## src/rtl/cpu_pkg.sv

```systemverilog
// Shared definitions for the multi-cycle CPU controller: state encodings,
// opcode values and ALU operation codes, plus the opcode-to-ALU mapping.
package cpu_pkg;

    // Controller states; the encoding is visible on the debug state port.
    typedef enum logic [2:0] {
        ST_IDLE   = 3'b000,
        ST_FETCH  = 3'b001,
        ST_DECODE = 3'b010,
        ST_MEM    = 3'b011,
        ST_WB     = 3'b100,
        ST_HALT   = 3'b101
    } state_e;

    // Instruction opcodes (IR bits [7:5]).
    localparam logic [2:0] OP_HLT = 3'b000;
    localparam logic [2:0] OP_ADD = 3'b001;
    localparam logic [2:0] OP_SUB = 3'b010;
    localparam logic [2:0] OP_AND = 3'b011;
    localparam logic [2:0] OP_LDA = 3'b100;
    localparam logic [2:0] OP_STA = 3'b101;
    localparam logic [2:0] OP_JMP = 3'b110;
    localparam logic [2:0] OP_NOP = 3'b111;

    // ALU operation select driven to the datapath.
    localparam logic [1:0] ALU_ADD  = 2'b00;
    localparam logic [1:0] ALU_SUB  = 2'b01;
    localparam logic [1:0] ALU_AND  = 2'b10;
    localparam logic [1:0] ALU_PASS = 2'b11;

    // Opcodes that never reach the accumulator (STA, JMP, ...) fall back to
    // ADD so alu_op is always a defined value while the op register is shown.
    function automatic logic [1:0] alu_of_op(input logic [2:0] op);
        logic [1:0] alu;
        case (op)
            OP_ADD:  alu = ALU_ADD;
            OP_SUB:  alu = ALU_SUB;
            OP_AND:  alu = ALU_AND;
            OP_LDA:  alu = ALU_PASS;
            default: alu = ALU_ADD;
        endcase
        return alu;
    endfunction

endpackage

```

## src/rtl/mem_wait_timer.sv

```systemverilog
// Memory wait-state counter. Counts cycles spent waiting for the memory to
// complete; clear has priority over enable. The count saturates at WAIT_MAX
// and timeout_o is high while the count equals WAIT_MAX.
module mem_wait_timer
    import cpu_pkg::*;
#(
    parameter int CW       = 8,
    parameter int WAIT_MAX = 15
) (
    input  logic clk_i,
    input  logic rst_ni,
    input  logic clear_i,
    input  logic en_i,
    output logic timeout_o
);

    localparam logic [CW-1:0] MAX_COUNT = CW'(WAIT_MAX);

    logic [CW-1:0] count_q;
    logic [CW-1:0] count_d;

    // Next count: clear on request, otherwise step while enabled and below max.
    always_comb begin
        count_d = count_q;
        if (clear_i) begin
            count_d = '0;
        end else if (en_i && (count_q != MAX_COUNT)) begin
            count_d = count_q + CW'(1);
        end
    end

    // Count register.
    always_ff @(posedge clk_i or negedge rst_ni) begin
        if (!rst_ni) begin
            count_q <= '0;
        end else begin
            count_q <= count_d;
        end
    end

    assign timeout_o = (count_q == MAX_COUNT);

endmodule

```

## src/rtl/cpu_ctrl_fsm.sv

```systemverilog
// Multi-cycle CPU control unit. Sequences FETCH -> DECODE -> MEM -> WB,
// arbitrates the single memory port between PC (fetch) and IR address field
// (data), and faults into HALT when memory fails to answer within WAIT_MAX
// cycles.
//
// Memory handshake: mem_rd / mem_wr are held as long as the request is
// outstanding; the transfer completes in the cycle mem_ready is sampled high,
// and the controller moves on at the following edge. mem_ready in the same
// cycle the wait counter reaches WAIT_MAX still counts as completion.
module cpu_ctrl_fsm
    import cpu_pkg::*;
#(
    parameter int OPW      = 3,
    parameter int WAIT_MAX = 15,
    parameter int CW       = 8
) (
    input  logic           clock,
    input  logic           reset,
    input  logic           start,
    input  logic [OPW-1:0] ir_op,
    input  logic           mem_ready,
    output logic           pc_en,
    output logic           pc_load,
    output logic           ir_load,
    output logic           addr_sel,
    output logic           mem_rd,
    output logic           mem_wr,
    output logic           acc_load,
    output logic [1:0]     alu_op,
    output logic           halt,
    output logic           bus_err,
    output logic [2:0]     state
);

    state_e         state_q;
    state_e         state_d;
    logic [OPW-1:0] op_q;
    logic [OPW-1:0] op_d;
    logic           bus_err_q;
    logic           bus_err_d;

    logic           wait_en;
    logic           wait_clear;
    logic           wait_timeout;

    // Wait counter restarts on every state change so each FETCH/MEM visit
    // gets a full WAIT_MAX budget.
    assign wait_clear = (state_d != state_q);

    mem_wait_timer #(
        .CW       (CW),
        .WAIT_MAX (WAIT_MAX)
    ) u_wait (
        .clk_i     (clock),
        .rst_ni    (reset),
        .clear_i   (wait_clear),
        .en_i      (wait_en),
        .timeout_o (wait_timeout)
    );

    // State, latched opcode and fault flag registers.
    always_ff @(posedge clock or negedge reset) begin
        if (!reset) begin
            state_q   <= ST_IDLE;
            op_q      <= '0;
            bus_err_q <= 1'b0;
        end else begin
            state_q   <= state_d;
            op_q      <= op_d;
            bus_err_q <= bus_err_d;
        end
    end

    // Next-state logic, opcode capture and timeout fault detection.
    always_comb begin
        state_d   = state_q;
        op_d      = op_q;
        bus_err_d = bus_err_q;
        wait_en   = 1'b0;
        case (state_q)
            ST_IDLE: begin
                if (start) begin
                    state_d = ST_FETCH;
                end
            end
            ST_FETCH: begin
                if (mem_ready) begin
                    state_d = ST_DECODE;
                end else if (wait_timeout) begin
                    state_d   = ST_HALT;
                    bus_err_d = 1'b1;
                end else begin
                    wait_en = 1'b1;
                end
            end
            ST_DECODE: begin
                op_d = ir_op;
                case (ir_op)
                    OP_HLT:  state_d = ST_HALT;
                    OP_NOP:  state_d = ST_FETCH;
                    OP_JMP:  state_d = ST_FETCH;
                    default: state_d = ST_MEM;
                endcase
            end
            ST_MEM: begin
                if (mem_ready) begin
                    state_d = (op_q == OP_STA) ? ST_FETCH : ST_WB;
                end else if (wait_timeout) begin
                    state_d   = ST_HALT;
                    bus_err_d = 1'b1;
                end else begin
                    wait_en = 1'b1;
                end
            end
            ST_WB: begin
                state_d = ST_FETCH;
            end
            ST_HALT: begin
                state_d = ST_HALT;
            end
            default: begin
                state_d = ST_IDLE;
            end
        endcase
    end

    // Output decode: Moore on state, except the fetch/jump strobes which also
    // look at mem_ready / ir_op in the current cycle.
    always_comb begin
        pc_en    = 1'b0;
        pc_load  = 1'b0;
        ir_load  = 1'b0;
        addr_sel = 1'b0;
        mem_rd   = 1'b0;
        mem_wr   = 1'b0;
        acc_load = 1'b0;
        alu_op   = ALU_ADD;
        halt     = 1'b0;
        case (state_q)
            ST_FETCH: begin
                addr_sel = 1'b0;
                mem_rd   = 1'b1;
                ir_load  = mem_ready;
                pc_en    = mem_ready;
            end
            ST_DECODE: begin
                pc_load = (ir_op == OP_JMP);
            end
            ST_MEM: begin
                addr_sel = 1'b1;
                alu_op   = alu_of_op(op_q);
                if (op_q == OP_STA) begin
                    mem_wr = 1'b1;
                end else begin
                    mem_rd = 1'b1;
                end
            end
            ST_WB: begin
                acc_load = 1'b1;
                alu_op   = alu_of_op(op_q);
            end
            ST_HALT: begin
                halt = 1'b1;
            end
            default: begin
                pc_en = 1'b0;
            end
        endcase
    end

    assign bus_err = bus_err_q;
    assign state   = state_q;

endmodule

```

## config.mk

```make
export PLATFORM = sky130hd
export DESIGN_NAME = cpu_ctrl_fsm
export DESIGN_NICKNAME = d
export VERILOG_FILES = /design/src/rtl/cpu_pkg.sv /design/src/rtl/mem_wait_timer.sv /design/src/rtl/cpu_ctrl_fsm.sv
export SDC_FILE = /design/constraint.sdc
export NUM_CORES = 1
export LEC_CHECK = 0
export ABC_AREA = 0
export ABC_CLOCK_PERIOD_IN_PS = 5100
export CORE_MARGIN = 4
export CORE_UTILIZATION = 54
export CTS_CLUSTER_DIAMETER = 120
export DETAILED_ROUTE_END_ITERATION = 10
export PLACE_DENSITY = 0.84
export SYNTH_ARGS = -nofsm -noshare
export SYNTH_HDL_FRONTEND = slang
export SYNTH_SLANG_ARGS = --single-unit
```

## constraint.sdc

```tcl
create_clock -name clock -period 5.1 [get_ports clock]
set_clock_uncertainty 0.2 [all_clocks]
set_input_delay 0.765 -clock clock [delete_from_list [all_inputs] [get_ports clock]]
set_output_delay 0.765 -clock clock [all_outputs]
set_load 0.01 [all_outputs]
```

==> results of run 1 <==
## critical path: stages
cell and delay [ns]:
clkdlybuf4s50_1 0.68, nand2b_1 0.16, nor2_1 0.14, clkdlybuf4s50_1 0.55
## cell families (layout without fill, tap and decap cells)
group                      Yosys count  after routing  share of synthesized area
buffers and inverters                9             26                     0.0592
AOI/OAI and AO/OA                   19             19                      0.179
and+or+nand+nor                     51             51                      0.293
xor gates and xnor gates             5              5                     0.0414
muxes                                6              6                     0.0604
adders and majority gates            1              1                     0.0118
DFF                                 15             15                      0.355
## flip-flops by register name, indices dropped and copies added (netlist names)
signal / cells
bus_err: 1
op_q: 3
state: 3
u_wait.count_q: 8
## how the worst max path moves through the flow
stage	end	startpoint	cells after the start	slack (ns)
2_1_floorplan	pc_en	mem_ready	4	2.73
3_3_place_gp	ir_load	mem_ready	4	1.89
3_5_place_dp	ir_load	mem_ready	4	1.84
4_1_cts	ir_load	mem_ready	4	1.84
5_1_grt	ir_load	mem_ready	4	1.73
6_report	ir_load	mem_ready	4	1.83
## final cells by class
class	count	area [um^2]	area share
Tap cell	25	31.3	0.0248
Timing Repair Buffer	20	200	0.159
Clock buffer	4	26.3	0.0209
Sequential cell	15	375	0.298
Inverter	2	7.51	0.00596
Multi-Input combinational cell	82	619	0.492
## metal layers
metal  wire, um  up-vias
met5          0        -
met4         18        0
met3         92        2
met2       1120       19
met1       1010      434
li1           -      416
## cells in the mapped netlist, drive strengths merged
cell type	n	share of area
and2	3	0.019
xor2	2	0.017
nand2	11	0.039
nand4b	2	0.031
a21oi	6	0.028
nor2b	1	0.0059
and3	1	0.0059
clkbuf	1	0.0035
o311ai	1	0.015
o2bb2ai	1	0.0083
a21o	2	0.015
a2bb2oi	1	0.014
a311o	2	0.019
buf	6	0.049
dfrtp	15	0.36
nor2	11	0.039
inv	2	0.0071
o21ai	1	0.0047
nand3b	1	0.0071
nor3b	1	0.012
a2111oi	2	0.040
mux2	3	0.032
nor3	12	0.062
nand4	1	0.0059
ha	1	0.012
nand2b	3	0.025
a211oi	1	0.012
nor4	2	0.032
or3	1	0.0059
nand3	1	0.0047
mux2i	3	0.028
xnor2	3	0.025
o22ai	1	0.012
a211o	1	0.0095
## cell usage in the layout (no fill, tap or decap), drive strengths merged
cell type,netlist,final
a211o,1,1
nand2b,3,3
nand3,1,1
nor4,2,2
o22ai,1,1
and3,1,1
mux2,3,3
o311ai,1,1
or3,1,1
and2,3,3
a2111oi,2,2
a2bb2oi,1,1
o2bb2ai,1,1
inv,2,2
a21oi,6,6
mux2i,3,3
nand4b,2,2
ha,1,1
dfrtp,15,15
clkbuf,1,4
nand4,1,1
nor3,12,12
xnor2,3,3
a211oi,1,1
nand2,11,11
nor2b,1,1
a21o,2,2
a311o,2,2
clkdlybuf4s50,0,20
o21ai,1,1
nor3b,1,1
xor2,2,2
nand3b,1,1
nor2,11,11
## metrics by stage
step	cell area, um^2	hold slack, ns	setup WS (ns)	std cells	util
floorplan	1060	0.269	2.73	106	-
global placement	1230	0.248	1.89	144	0.692
detailed placement	1230	0.249	1.84	144	0.692
CTS	1260	0.276	1.84	148	0.707
global route	1260	0.309	1.73	148	0.707
finish	1260	0.276	1.83	148	0.707
## power groups by stage
| stage | Clock (mW) | Sequential (mW) | Combinational, mW |
|---|---|---|---|
| after floorplan | 0 | 0.177 | 0.227 |
| after CTS | 0.0706 | 0.199 | 0.292 |
| after detailed placement | 0 | 0.202 | 0.290 |
| after global placement | 0 | 0.199 | 0.286 |
| final | 0.0671 | 0.200 | 0.289 |
| after global routing | 0.0767 | 0.208 | 0.314 |
==> reports/qor.yml, run 1 <==
grt_max_degree: 16
use_met2: 0.314
die-area_um2: 2730
reg2reg_depth: 5
relSlewSlack: 0.538
status: "complete, no violations"
drt_first_pass_iters: 4
met1_usage: 0.248
cts.reportedPaths.clkPinSlew_ns: 0.09
r2r-start: "u_wait.count_q[0]$_DFFE_PN0P_"
swShare: 0.430
initial_core_util: 0.593
use_met3: 0.0370
avgRoutedWirePerCell_um: 15.1
top_usage_layer: "met2"
hold_buffers: 0
cts_root_buf: "clkbuf_4"
p_leak_nw: 0.536
final_nets: 132
min_period_over_period: 0.641
path_class: "input port to output port"
post-cts-setup-buffers: 0
fin_total_pwr_uw: 556
htreeDepth: 1
hp-class: "flop to flop"
ios: 21
drive_above_1_share: 0.171
combPwrFrac: 0.519
post-route-min-period_ns: 3.27
seqPwrFrac: 0.360
worstPathMaxFanout: 9
maxCapViolCount: 0
synthToLayoutAreaGrowth_pct: 19.2
num_vias: 871
cts_sinks: 15
critPathRequiredTime_ns: 4.14
syn_inst: 106
fin_setup_tns_ns: 0
clkLatencyLatePin_ns: 0.28
io_buffers: 20
cts_buffers: 3
dp.final_hpwl_mm: 1.68
p_switching_uw: 239
core_um2: 1780
slew_violations: 0
syn_area_um2: 1060
place.gp.congestion: 0.820
fmax_ghz: 0.306
syn_nets: 114
worstHoldEndpoint: "bus_err$_DFFE_PN0P_"
hold_violations: 0
fillers: 128
syn_avg_cell_area_um2: 9.97
grt_pass1_wl_mm: 3.84
drt_iter0_markers: 41
cp-end-kind: "output port"
grt_pass1_vias: 833
detail-route-antenna-nets: 0
reg2reg_slack_ns: 3.01
cts_tree: "yes"
setup-violations-final: 0
totalWireLength_mm: 2.24
ys_ff_latch: 15
min-delay-start: "bus_err$_DFFE_PN0P_"
hold_depth: 1
die_h_um: 52.3
synth_seq_area_share: 0.355
p_clk_frac: 0.121
critPathLaunchType: "input port"
drc_errors: 0
reg2reg_to: "u_wait.count_q[2]$_DFFE_PN0P_"
grt_overflow_total: 0
rsz0062_at_grt: "false"
antenna_found_initial: 0
yosysWarnings: 0
max-vdd-ir-drop_mv: 0.332
intPower_uw: 317
gr-usage-all-layers: 0.189
cts_buffer_depth: 2
dieWidth_um: 52.3
power-per-cell-area_nw_per_um2: 441
n_antenna_cell: 0
post_cts_resized: 0
tightest_slew_ns: 0.691
ys_types: 43
rows: 15
cp.arrival_ns: 2.30
drt-vias-per-instance: 5.89
(Power assumes the default switching activity.)
==> run 2, diff against run 1 <==
Settings changed: ABC_CLOCK_PERIOD_IN_PS 5100 to 3220, CORE_UTILIZATION 54 to 50, PLACE_DENSITY 0.84 to 0.79.
Clock period 5.1 ns to 3.22 ns, I/O delays scaled along.
==> run 2 against run 1 <==
Routed wire length up 3.2%. Worst hold slack worse by 0.0035 ns. Sequential share of layout area down 0.15 points. Combinational power up 60%. Final area up 0.50%. Global-route usage down 0.21 points. Critical path depth up 1. Via count up 0.57%. Count of clock-buffer cells in the layout down 1.
==> reports/qor.yml, run 2 (same netlist as run 1, synthesis figures left out) <==
worstHoldEndpoint: "bus_err$_DFFE_PN0P_"
antenna_found_initial: 0  # unchanged
finalInstanceArea_um2: 1270  # +0.50%
place.gp.congestion: 0.814  # -0.70%
tightest_slew_ns: 0.690  # -0.000654 ns
grt_max_degree: 16  # unchanged
rsz0062_at_grt: "false"
grt_pass1_wl_mm: 3.91  # +2.0%
synthToLayoutAreaGrowth_pct: 19.8
relSlewSlack: 0.538  # about the same
grt_pass1_vias: 865  # +3.8%
die-area_um2: 2910  # +6.8%
post_dp_cell_area_um2: 1240  # +0.20%
n_antenna_cell: 0  # unchanged
hp-class: "flop to flop"
hold_violations: 0  # unchanged
layout_common_cells: "clkdlybuf4s50_1 (20), dfrtp_1 (15), nor2_1 (11), nor3_1 (11), nand2_1 (11)"
clkLatencyLatePin_ns: 0.30  # +0.02 ns
drt_iter0_markers: 17  # -59%
detail-route-antenna-nets: 0  # unchanged
cp.arrival_ns: 2.16  # -0.14 ns
post-cts-setup-buffers: 0  # unchanged
core_um2: 1980  # +11%
drive_above_1_share: 0.179  # +0.00813
reg2reg_slack_ns: 1.17  # -1.84 ns
dp.final_hpwl_mm: 1.71  # +1.8%
p_leak_nw: 0.535  # -0.19%
grt_overflow_total: 0  # unchanged
status: "complete, no violations"
gr-usage-all-layers: 0.187  # -0.00210
path_class: "flop to output port"
fin_total_pwr_uw: 895  # +61%
power-per-cell-area_nw_per_um2: 707  # +60%
reg2reg_to: "u_wait.count_q[2]$_DFFE_PN0P_"
cts.reportedPaths.clkPinSlew_ns: 0.10  # about the same
critPathRequiredTime_ns: 2.54  # -1.60 ns
fin_setup_tns_ns: 0  # unchanged
drt-vias-per-instance: 5.84  # -0.77%
maxCapViolCount: 0  # unchanged
num_vias: 876  # +0.57%
post-route-min-period_ns: 2.85
rows: 16  # +1
max-vdd-ir-drop_mv: 0.427  # +28%
cts_buffer_depth: 2  # unchanged
critPathLaunchType: "flop"
avgRoutedWirePerCell_um: 15.4  # +1.8%
die_h_um: 54.0  # +3.3%
fmax_ghz: 0.351
hold_buffers: 0  # unchanged
cp-end-kind: "output port"
cts_tree: "yes"
final_nets: 132  # unchanged
cts_buffers: 3  # unchanged
regMostFlops: "u_wait.count_q"
r2r-start: "u_wait.count_q[0]$_DFFE_PN0P_"
htreeDepth: 1  # unchanged
hold_depth: 1  # unchanged
cts_sinks: 15  # unchanged
post_cts_resized: 0  # unchanged
ios: 21  # unchanged
setup-violations-final: 0  # unchanged
final_common_cell: "clkdlybuf4s50_1"
worstPathMaxFanout: 11  # +2
slew_violations: 0  # unchanged
io_buffers: 20  # unchanged
hold_ws_ns: 0.272  # -0.00348 ns
cts_root_buf: "clkbuf_4"
drt_first_pass_iters: 4  # unchanged
totalWireLength_mm: 2.31  # +3.2%
largest_reg_flops: 8  # unchanged
min-delay-start: "bus_err$_DFFE_PN0P_"
min_period_over_period: 0.884
reg2reg_depth: 5  # unchanged
drc_errors: 0  # unchanged
initial_core_util: 0.533  # -0.0595
dieWidth_um: 54.0  # +3.3%
-- run 2: cell types whose count changed in the layout (fill, tap and decap cells not counted), sizes merged --
cell	delta
clkinvlp	+1
clkbuf	-1
-- run 2: final cells by class --
type	instances	area (um^2)
Clock inverter	1	7.51
Multi-Input combinational cell	82	619
Timing Repair Buffer	20	200
Clock buffer	3	22.5
Tap cell	27	33.8
Sequential cell	15	375
Fill cell	167	716
Inverter	2	7.51
-- run 2: metal layers --
metal  vias up  share of wire  wire length, um  GRT usage
met3         4          0.025               58     0.0305
li1        417              -                -          -
met5         -              0                0          0
met2        16           0.49             1120      0.298
met4         0          0.015               34     0.0871
met1       439           0.47             1100      0.246
-- run 2: worst max-delay path: stages, from the launching register on --
cell and delay [ns]:
dfrtp_1 0.56, nor2b_1 0.32, and2_1 0.20, nor2_1 0.06, nor3_1 0.16, clkdlybuf4s50_1 0.56
-- run 2: per-stage QoR --
stage               setup slack [ns]   util  cells
finish                         0.373  0.639    150
global route                   0.229  0.639    150
CTS                            0.363  0.639    150
detailed placement             0.497  0.624    146
global placement               0.536  0.624    146
floorplan                       1.14      -    106
-- run 2: worst max path at each step --
stage,start,endpoint,cells after the start
after floorplan,state[0]$_DFF_PN0_,alu_op[0],5
after global placement,mem_ready,ir_load,4
after detailed placement,mem_ready,pc_en,4
after CTS,state[0]$_DFF_PN0_,alu_op[0],5
after global routing,state[0]$_DFF_PN0_,alu_op[0],5
final,state[0]$_DFF_PN0_,alu_op[0],5
-- run 2: power by group --
group          switching [mW]  internal (mW)  total [mW]
sequential             0.0890          0.228       0.317
combinational           0.235          0.226       0.461
clock                  0.0703         0.0474       0.118
